===== src/rtl/ant_sched.sv =====
// Round-robin ant mover: on each vblank rising edge, requests a move for every ant in turn
// from a shared move engine and applies the clamped step to that ant's position.
module ant_sched #(
  parameter int N_ANTS  = 4,
  parameter int STEP    = 5,
  parameter int TIMEOUT = 16,
  parameter int X_MIN   = 0,
  parameter int X_MAX   = 615,
  parameter int Y_MIN   = 240,
  parameter int Y_MAX   = 455
) (
  input  logic                      CLK,
  input  logic                      RST_BTN,
  input  logic                      vblank,
  input  logic                      ack,
  input  logic                      move_en,
  input  logic [1:0]                dir,
  input  logic                      err_clr,
  output logic                      req,
  output logic [$clog2(N_ANTS)-1:0] req_id,
  output logic                      busy,
  output logic                      round_done,
  output logic [10*N_ANTS-1:0]      ant_x,
  output logic [9*N_ANTS-1:0]       ant_y,
  output logic                      err_timeout,
  output logic                      err_overrun
);

  localparam int IW = $clog2(N_ANTS);
  localparam int CW = $clog2(TIMEOUT + 1);

  typedef enum logic [1:0] {StIdle, StWait, StApply} state_e;

  state_e        state_q;
  logic          vblank_q;
  logic [CW-1:0] wait_cnt_q;
  logic [1:0]    dir_q;
  logic          move_q;
  logic [9:0]    x_q [N_ANTS];
  logic [8:0]    y_q [N_ANTS];

  logic          rise;
  logic [9:0]    cur_x, new_x;
  logic [8:0]    cur_y, new_y;

  assign rise = vblank & ~vblank_q;

  // Bounds are checked in widened arithmetic so a step never wraps past a clamp.
  always_comb begin
    cur_x = x_q[req_id];
    cur_y = y_q[req_id];
    new_x = cur_x;
    new_y = cur_y;
    if (move_q) begin
      case (dir_q)
        2'b00: new_x = ({2'b00, cur_x} + 12'(STEP) > 12'(X_MAX)) ? 10'(X_MAX) : cur_x + 10'(STEP);
        2'b01: new_x = ({2'b00, cur_x} < 12'(X_MIN + STEP)) ? 10'(X_MIN) : cur_x - 10'(STEP);
        2'b10: new_y = ({2'b00, cur_y} + 11'(STEP) > 11'(Y_MAX)) ? 9'(Y_MAX) : cur_y + 9'(STEP);
        default: new_y = ({2'b00, cur_y} < 11'(Y_MIN + STEP)) ? 9'(Y_MIN) : cur_y - 9'(STEP);
      endcase
    end
  end

  always_comb begin
    for (int i = 0; i < N_ANTS; i++) begin
      ant_x[10*i +: 10] = x_q[i];
      ant_y[9*i +: 9]   = y_q[i];
    end
  end

  always_ff @(posedge CLK or negedge RST_BTN) begin
    if (!RST_BTN) begin
      state_q     <= StIdle;
      vblank_q    <= 1'b0;
      wait_cnt_q  <= '0;
      dir_q       <= 2'b00;
      move_q      <= 1'b0;
      req         <= 1'b0;
      req_id      <= '0;
      busy        <= 1'b0;
      round_done  <= 1'b0;
      err_timeout <= 1'b0;
      err_overrun <= 1'b0;
      for (int i = 0; i < N_ANTS; i++) begin
        x_q[i] <= 10'(100 * (i + 1));
        y_q[i] <= 9'(Y_MAX);
      end
    end else begin
      vblank_q   <= vblank;
      round_done <= 1'b0;
      // Later assignments to the flags override the clear, so a set wins.
      if (err_clr) begin
        err_timeout <= 1'b0;
        err_overrun <= 1'b0;
      end
      if (rise && state_q != StIdle) err_overrun <= 1'b1;
      case (state_q)
        StIdle: begin
          if (rise) begin
            state_q    <= StWait;
            req        <= 1'b1;
            req_id     <= '0;
            busy       <= 1'b1;
            wait_cnt_q <= '0;
          end
        end
        StWait: begin
          if (ack) begin
            dir_q   <= dir;
            move_q  <= move_en;
            req     <= 1'b0;
            state_q <= StApply;
          end else if (wait_cnt_q == CW'(TIMEOUT - 1)) begin
            move_q      <= 1'b0;
            req         <= 1'b0;
            err_timeout <= 1'b1;
            state_q     <= StApply;
          end else begin
            wait_cnt_q <= wait_cnt_q + CW'(1);
          end
        end
        StApply: begin
          x_q[req_id] <= new_x;
          y_q[req_id] <= new_y;
          if (req_id == IW'(N_ANTS - 1)) begin
            state_q    <= StIdle;
            busy       <= 1'b0;
            round_done <= 1'b1;
          end else begin
            req_id     <= req_id + IW'(1);
            req        <= 1'b1;
            wait_cnt_q <= '0;
            state_q    <= StWait;
          end
        end
        default: state_q <= StIdle;
      endcase
    end
  end

endmodule

===== config.mk =====
export PLATFORM = sky130hd
export DESIGN_NAME = ant_sched
export DESIGN_NICKNAME = d
export VERILOG_FILES = /design/src/rtl/ant_sched.sv
export SDC_FILE = /design/constraint.sdc
export NUM_CORES = 1
export LEC_CHECK = 0
export CORE_ASPECT_RATIO = 0.5
export CORE_MARGIN = 3
export CORE_UTILIZATION = 45
export DETAILED_ROUTE_END_ITERATION = 10
export GPL_ROUTABILITY_DRIVEN = 0
export PLACE_DENSITY_LB_ADDON = 0.08
export REMOVE_ABC_BUFFERS = 1
export SETUP_SLACK_MARGIN = 0.15
export SLEW_MARGIN = 20
export SYNTH_ARGS = -nofsm -noshare
export SYNTH_HDL_FRONTEND = slang
export SYNTH_SLANG_ARGS = --single-unit

===== constraint.sdc =====
create_clock -name CLK -period 9.8 [get_ports CLK]
set_input_delay 0.98 -clock CLK [delete_from_list [all_inputs] [get_ports CLK]]
set_output_delay 0.98 -clock CLK [all_outputs]
set_load 0.005 [all_outputs]

; ---- Yosys cells after proc, flatten, opt, wreduce, memory -nomap -nowiden
; Cells that the tools add are included.
[totals]
register_bits = 94
word_cells = 114
out_inout_bits = 83
[classes]
magnitude_cmp = 6
n_addsub = 8
n_bitwise = 3
n_mux = 49
eq_ne = 12
reduce_logical = 17
[ops]
columns = operator, n
row1 = $mux W10, 6
row2 = $mux W9, 6
row3 = $bwmux W40, 1
row4 = $bwmux W36, 1
row5 = $bmux W10 S2, 1
row6 = $demux W10 S2, 1
row7 = $mux W5, 4
row8 = $pmux W10 S2, 1
row9 = $bmux W9 S2, 1
row10 = $demux W9 S2, 1
row11 = $pmux W9 S2, 1
row12 = $mux W1, 15
row13 = $pmux W5 S3, 1
row14 = $add A10 B3 Y11 const B, 1
row15 = $gt A11 B10 Y1 const B, 1
row16 = $add A10 B3 Y10 const B, 1
row17 = $add A9 B3 Y10 const B, 1
row18 = $gt A10 B9 Y1 const B, 1
row19 = $lt A10 B3 Y1 const B, 1
row20 = $mux W2, 5
row21 = $ne A2 B2 Y1 const B, 5
row22 = $sub A10 B3 Y10 const B, 1
row23 = $add A9 B3 Y9 const B, 1
row24 = $lt A9 B8 Y1 const B, 1
row25 = 25 further kinds, 36

; ---- Depth between registers and ports, before layout
; Gate-level depths: netlist of run 1.
[depth]
ltp_word = 10
depth_mapped = 13

; ---- Least setup slack after synthesis of run 1
; Ideal clock, no wire load.
[synth_timing]
path_type = flip-flop to flip-flop
startpoint = reg req_id[0]
endpoint = reg x_q (netlist bit ant_x[12])
required_time_ns = 9.671
path_stages_with_launch = 14
slack_ns = 6.367
t_arrival_ns = 3.305
path_cell_list = dfrtp_1 buf_6 buf_12 mux4_2 buf_6 inv_1 ha_1 inv_1 a2111oi_4 a31oi_4 a2111oi_4 a21oi_2 o31ai_4 o21ai_1
[synth_via]
elab_chain_cells = 10
word_cells_on_any_way = 19
classes_between = 3 x add/sub / 4 x order compare / 10 x mux / 1 x bitwise / 1 x reduce/logical
[synth_rtl]
columns = item, line
row1 = "start, declared", 20  ; output logic [$clog2(N_ANTS)-1:0] req_id,
row2 = "start signal, assigned", 130  ; req_id <= req_id + IW'(1);
row3 = $not A2 Y3 (not written as such) (*), "50, 123"
row4 = $bmux W10 S2, 50  ; cur_x = x_q[req_id];
row5 = $mux W10 (not written as such) (2 in series), 50
row6 = $add A10 B3 Y11, 56  ; 2'b00: new_x = ({2'b00, cur_x} + 12'(STEP) > 12'(X_MAX)) ? 10'(X_MAX) : cur_x + 10'(STEP);
row7 = $gt A11 B10 Y1, 56
row8 = $mux W10, 56
row9 = $pmux W10 S2, 55  ; case (dir_q)
row10 = $mux W10, 54  ; if (move_q) begin
row11 = $bwmux W40 (*), 123  ; x_q[req_id] <= new_x;
row12 = "end signal, assigned by index", 85  ; x_q[i] <= 10'(100 * (i + 1));
row13 = "end signal, assigned by index", 123
row14 = "end, declared", 39  ; logic [9:0] x_q [N_ANTS];
; Mark *: on every way between the ends. The rest lies on a longest branch, timed or not. The select of a mux whose other input is x is not followed.
; A chain may end at the register's enable or synchronous reset.

; ---- Worst setup path after layout of run 1
[layout_timing]
startpoint = reg req_id[0]
endpoint = reg y_q (netlist bit ant_y[31])
[layout_via]
elab_chain_cells = 10
word_cells_on_any_way = 19
classes_between = 3 x add/sub / 4 x order compare / 10 x mux / 1 x bitwise / 1 x reduce/logical
[layout_rtl]
columns = item, line
row1 = $not A2 Y3 (not written as such) (*), "51, 124"
row2 = $bmux W9 S2, 51  ; cur_y = y_q[req_id];
row3 = $mux W9 (not written as such) (2 in series), 51
row4 = $add A9 B3 Y10, 58  ; 2'b10: new_y = ({2'b00, cur_y} + 11'(STEP) > 11'(Y_MAX)) ? 9'(Y_MAX) : cur_y + 9'(STEP);
row5 = $gt A10 B9 Y1, 58
row6 = $mux W9, 58
row7 = $pmux W9 S2, 55
row8 = $mux W9, 54
row9 = $bwmux W36 (*), 124  ; y_q[req_id] <= new_y;
row10 = "end signal, assigned by index", 86  ; y_q[i] <= 9'(Y_MAX);
row11 = "end signal, assigned by index", 124
row12 = "end, declared", 40  ; logic [8:0] y_q [N_ANTS];
; Marks and branches as above.

==> reports/summary.txt, run 1 <==
Design Power: 2120 uW
Pwr dens: 305 mW/mm^2
N_diodes: 0
Synth Warn #: 0
Die Width: 165 microns
Status: finished clean
Sequential power share: 31.2%
Fin. max-slew vios: 0
R2r worst-path depth: 9
Final TNS setup: 0 ps
Drt total wl: 15400 microns
Hold Path Stages: 2
Top cell type's share of synthesized area: 24.9%
Max Cap Viol: 0
Yosys top cell by area: dfrtp_1
Share of cells above drive strength 1: 14.6%
Commonest cells after routing, fill and taps aside: nand2_1, clkdlybuf4s50_1, o21ai_0, dfrtp_1, dfstp_2
GRT Total Usage: 22.5%
Die height: 85.7 microns
H-tree Lvls: 3
Crit path max fanout: 18
Cell area after synthesis: 0.00572 sq mm
Cts hold-fix bufs: 0
Leakage: 0.00258 uW
Post-layout utilization of the core: 57.4%
I/O Buffers: 90
DRC: 0
Ports: 91
Grt ovf: 0
CTS tree: built
NetSw: 893 uW
Clk_lat worst skew: 350 ps
Hold Crit Class: reg2reg
Cell variety after synth: 77
RSZ-0062 raised after global routing: false
Vias in the first global route: 4583
Post-CTS setup buffers: 0
WP data arrival: 4010 ps
Combinational share of power: 52.3%
EDFF count, synth: 0
CTS root buf: clkbuf_16
Fin crit share: 38.6%
Post-synth ARST share: 100%
TritonCTS Buffers: 9
Clock-pin slew on the worst setup and hold paths: 70 ps
Cells after DPL: 825
Vias per cell: 5.86
Final ANT Viol Nets: 0
#FFs+latches synth: 94
Post-route insts no fill: 841
Final number of setup-violating endpoints: 0
Fin Clk Skew: 12.1 ps
Rel. slew slack: 41.2%
First DRT Iteration DRCs: 434
DIE AREA: 0.0142 sq mm
Largest net degree at the start of global routing: 70
Initial antenna violation count: 0
Clock Tree Buf Depth: 2
Sink Count: 94
Minimum clock period: 3790 ps
Post-CTS Resized: 0
Synth area leaders: dfrtp_1, dfstp_2, mux4_2, nand2_1, o21ai_0
CP Class: reg2reg
Design Area, Final: 0.00696 sq mm
Int Pwr: 1230 uW
Nets: 690
Syn Area/Cell: 9.50 sq um
Area delta synth->final: 21.7%
Leading cell type in the layout, fill and taps excluded: nand2_1
Peak supply drop: 0.000113 V
Sw Share: 42.1%
First-pass GRT wire length: 25000 microns
Clk pwr share: 16.6%
Vias: 4931
Crit end category: flip-flop
Register area share after synthesis: 41.9%
Req. time, crit path: 10020 ps
Top_reg_cell synth: dfrtp_1
Post-placement cell area: 0.00667 sq mm
Initial core utilization: 47.2%
DP Wirelength: 10900 microns
Crit start category: flip-flop
Cells after synthesis: 602
Row count: 28
Wirelength per Cell: 18.4 microns
Core Footprint: 0.0121 sq mm
Final Hold Vio Count: 0
Max Fclk: 264 MHz
First drt pass iteration count: 5
Slew @ Worst Pin: 883 ps
[layout make-up]
type | instances | area, sq um
Fill cell | 1106 | 5160
Multi-Input combinational cell | 448 | 3030
Sequential cell | 94 | 2400
Timing Repair Buffer | 97 | 951
Clock buffer | 10 | 229
Tap cell | 165 | 206
Inverter | 21 | 78.8
Clock inverter | 6 | 61.3
[through the flow]
| stage | hold WS, ps | setup slack (ps) |
|---|---|---|
| after global routing | 496 | 5710 |
| after global placement | 459 | 6120 |
| after CTS | 476 | 6000 |
| after detailed placement | 465 | 6020 |
| after floorplan | 458 | 6010 |
| final | 474 | 6010 |
[routing by layer]
layer	routed length [microns]	track usage, %	part of all wire, %
met3	1090	5.79	7.0
met4	118	3.62	0.76
met1	7470	33.4	48
met5	0	0	0
met2	6760	34.0	44
[worst max-delay path, stage by stage, from the launching register on]
cell and delay, ps:
dfrtp_1 530, buf_4 430, mux4_2 700, ha_1 310, o2111ai_1 240, xor2_1 130
o31ai_1 660, nand2_1 190, a31oi_1 340, o21ai_0 140
[cells in the mapped netlist, types with 4 or more instances]
cell	instances
dfrtp_1	57
buf_2	8
and3_1	4
nor4_1	5
ha_1	11
inv_1	21
o22ai_1	5
nand2_1	101
nor2b_1	5
a21oi_1	25
o31ai_1	9
o21a_1	4
clkbuf_1	22
dfstp_2	37
a21o_1	5
nor3_1	9
o21ai_1	19
o21ai_0	65
and2_1	7
mux4_2	19
nor3b_1	5
a31oi_1	9
xor2_1	8
nand3_1	8
nor2_1	35
a211oi_1	4
nand4_1	4
nand2b_1	8
or3_1	4
[registers in the layout, summed over array words and instances (netlist names)]
| name | count |
|---|---|
| busy | 1 |
| state_q | 2 |
| req_id | 2 |
| err_overrun | 1 |
| vblank_q | 1 |
| err_timeout | 1 |
| round_done | 1 |
| move_q | 1 |
| dir_q | 2 |
| ant_x | 40 |
| wait_cnt_q | 5 |
| req | 1 |
| ant_y | 36 |
[power groups by stage]
stage                     registers, uW  logic, uW  clock network [uW]
after floorplan                     651        689                   0
after global placement              664       1090                   0
after detailed placement            666       1100                   0
after CTS                           660       1110                 358
after global routing                681       1220                 375
final                               661       1110                 352
[final timing paths]
path | endpoint | start | slack (ps)
max | ant_y[31] | req_id[0] | 6010
min | ant_x[23] | ant_x[23] | 470
max reg2reg | ant_y[31] | req_id[0] | 6010
min reg2reg | ant_x[23] | ant_x[23] | 470
max in group asynchronous | ant_y[13] | RST_BTN | 8080
min in group asynchronous | ant_x[12] | RST_BTN | 530
[kinds of logic (layout without fill, tap and decap cells)]
| group | Yosys count | after routing | share of synthesized area (%) |
|---|---|---|---|
| mux | 24 | 24 | 8.40 |
| xor+xnor | 11 | 11 | 1.69 |
| compound gates | 191 | 191 | 23.0 |
| buf+inv | 60 | 134 | 4.99 |
| fa+ha+maj | 11 | 11 | 2.41 |
| simple gates | 211 | 211 | 17.6 |
| flops | 94 | 94 | 41.9 |
No activity file was read; power rests on OpenSTA's default activity.
==> inputs of run 2 (changes only) <==
==> constraint.sdc (replaced) <==
create_clock -name CLK -period 3.9 [get_ports CLK]
set_input_delay 0.39 -clock CLK [delete_from_list [all_inputs] [get_ports CLK]]
set_output_delay 0.39 -clock CLK [all_outputs]
set_load 0.005 [all_outputs]
==> run 2 against run 1 <==
Setup slack worse by 5600 ps. Cell area rose by 1.8%. Clock power rose to 3.1 times the previous value. Combinational power rose to 2.6 times the previous value. Fmax increased by 7.3%. Register-to-register slack worse by 5600 ps. Global-route usage is 0.48 points higher. Wire length increased by 1.4%. Critical path depth shrank 1. Clock-buffer cell count unchanged. Via count grew 0.30%. Die area is the same. Critical path type unchanged. Highest routed layer unchanged.
==> reports/summary.txt, run 2 (synthesized netlist as in run 1, its figures left out) <==
Fin. max-slew vios: 0 (unchanged)
Sw Share: 40.5% (-1.6 points)
Die height: 85.7 microns (unchanged)
Grt ovf: 0 (unchanged)
Share of cells above drive strength 1: 15.9% (+1.2 points)
CTS root buf: clkbuf_16
First DRT Iteration DRCs: 363 (-16%)
Die Width: 165 microns (unchanged)
DP Wirelength: 11100 microns (+1.0%)
Worst hold slack: 108 ps (-366 ps)
Initial antenna violation count: 0 (unchanged)
Leakage: 0.00264 uW (+2.3%)
Max Cap Viol: 0 (unchanged)
Pwr dens: 789 mW/mm^2 (+160%)
Rel. slew slack: 40.2% (-0.92 points)
Nets: 695 (+0.72%)
I/O Buffers: 90 (unchanged)
Final Hold Vio Count: 0 (unchanged)
Drt total wl: 15600 microns (+1.4%)
Status: finished clean
Clk pwr share: 19.6% (+3.0 points)
H-tree Lvls: 3 (unchanged)
Design Area, Final: 0.00708 sq mm (+1.8%)
Leading cell type in the layout, fill and taps excluded: nand2_1
Layout fillers: 1078 (-2.5%)
Final ANT Viol Nets: 0 (unchanged)
Largest net degree at the start of global routing: 62 (-11%)
CP Class: reg2reg
Post-layout utilization of the core: 58.4% (+1.0 points)
Fin crit share: 90.5% (+52 points)
Req. time, crit path: 4100 ps (-5920 ps)
N_diodes: 0 (unchanged)
Hold Crit Class: in2async
WP data arrival: 3730 ps (-280 ps)
Slew @ Worst Pin: 894 ps (+11.6 ps)
RSZ-0062 raised after global routing: false
Clock Tree Buf Depth: 2 (unchanged)
Final TNS setup: 0 ps (unchanged)
Peak supply drop: 0.000304 V (+170%)
Commonest cells after routing, fill and taps aside: nand2_1, clkdlybuf4s50_1, o21ai_0, dfrtp_1, dfstp_2
Initial core utilization: 47.2% (unchanged)
NetSw: 2260 uW (+150%)
Clk_lat worst skew: 350 ps (about the same)
Int Pwr: 3320 uW (+170%)
Combinational share of power: 51.3% (-1.0 points)
Post-placement cell area: 0.00671 sq mm (+0.56%)
Wirelength per Cell: 18.5 microns (+0.77%)
First drt pass iteration count: 5 (unchanged)
TritonCTS Buffers: 9 (unchanged)
Crit end category: flip-flop
CTS tree: built
Minimum clock period: 3530 ps (-258 ps)
Max Fclk: 283 MHz (+7.3%)
Sequential power share: 29.1% (-2.1 points)
Vias in the first global route: 4758 (+3.8%)
Core Footprint: 0.0121 sq mm (unchanged)
Area delta synth->final: 23.9%
Reg2reg end: ant_x[30]
First-pass GRT wire length: 25500 microns (+1.9%)
DRC: 0 (unchanged)
R2R Path Start: req_id[1]
Reg2reg setup slack: 370 ps (-5640 ps)
GRT Total Usage: 23.0% (+0.48 points)
Ports: 91 (unchanged)
Row count: 28 (unchanged)
Final number of setup-violating endpoints: 0 (unchanged)
DIE AREA: 0.0142 sq mm (unchanged)
Crit start category: flip-flop
Crit path max fanout: 15 (-3)
Clock-pin slew on the worst setup and hold paths: 70 ps (about the same)
Vias per cell: 5.85 (-0.29%)
Sink Count: 94 (unchanged)
R2r worst-path depth: 8 (-1)
Fin Clk Skew: 9.20 ps (-2.89 ps)
Worst setup startpoint: req_id[1]
Vias: 4946 (+0.30%)
Max reg flops: 40 (unchanged)
## run 2: cell types whose count changed in the layout (fill, tap and decap cells not counted), sizes merged
cell	delta
bufinv	+3
clkinv	-3
buf	+5
inv	-1
clkinvlp	+1
## run 2: per-stage QoR
stage               worst slack [ps]  std cells  total power [uW]
floorplan                        108        563              3370
global placement                 394        830              4440
detailed placement               372        830              4480
CTS                              383        846              5590
global route                     153        846              5990
finish                           371        846              5590
## run 2: timing repair
| action | in CTS | in global routing |
|---|---|---|
| setup endpoints to repair | 0 | 13 |
| hold buffers | 0 | 0 |
| resized for setup | 0 | 2 |
| buffers inserted | 0 | 0 |
| endpoints found under the hold margin | 0 | 0 |
## run 2: power groups by stage
| stage | clock network [uW] | logic [uW] | registers [uW] |
|---|---|---|---|
| 2_1_floorplan | 0 | 1730 | 1640 |
| 3_3_place_gp | 0 | 2810 | 1640 |
| 3_5_place_dp | 0 | 2830 | 1650 |
| 4_1_cts | 1110 | 2850 | 1630 |
| 5_1_grt | 1150 | 3160 | 1680 |
| 6_report | 1100 | 2870 | 1630 |
## run 2: worst max path at each step
stage,cells after the start,slack [ps],to
finish,8,370,ant_x[30]
detailed placement,8,370,ant_y[22]
global placement,8,390,ant_y[13]
CTS,8,380,ant_y[22]
global route,8,150,ant_x[30]
floorplan,10,110,ant_x[12]
## run 2: worst max-delay path, stage by stage, from the launching register on
cell	delay, ps
dfrtp_1	680
buf_4	360
mux4_2	520
a21oi_1	560
o221ai_1	280
o211ai_2	190
a211oi_1	120
a211oi_1	450
o21ai_0	200
## run 2: metal layers
metal | vias up | part of all wire, % | GRT usage, %
met3 | 13 | 6.0 | 5.21
met5 | - | 0 | 0
met1 | 2440 | 48 | 33.1
li1 | 2353 | - | -
met4 | 0 | 0.88 | 5.06
met2 | 140 | 45 | 35.7
## run 2: final cells by class
class / instances / area [sq um] / share of cell area (%)
sequential: 94 / 2400 / 33.9
timing repair buffer: 102 / 988 / 14.0
clock buffer: 10 / 239 / 3.37
tap: 165 / 206 / 2.91
multi-input combinational: 448 / 3040 / 42.9
inverter: 21 / 78.8 / 1.11
clock inverter: 6 / 133 / 1.87
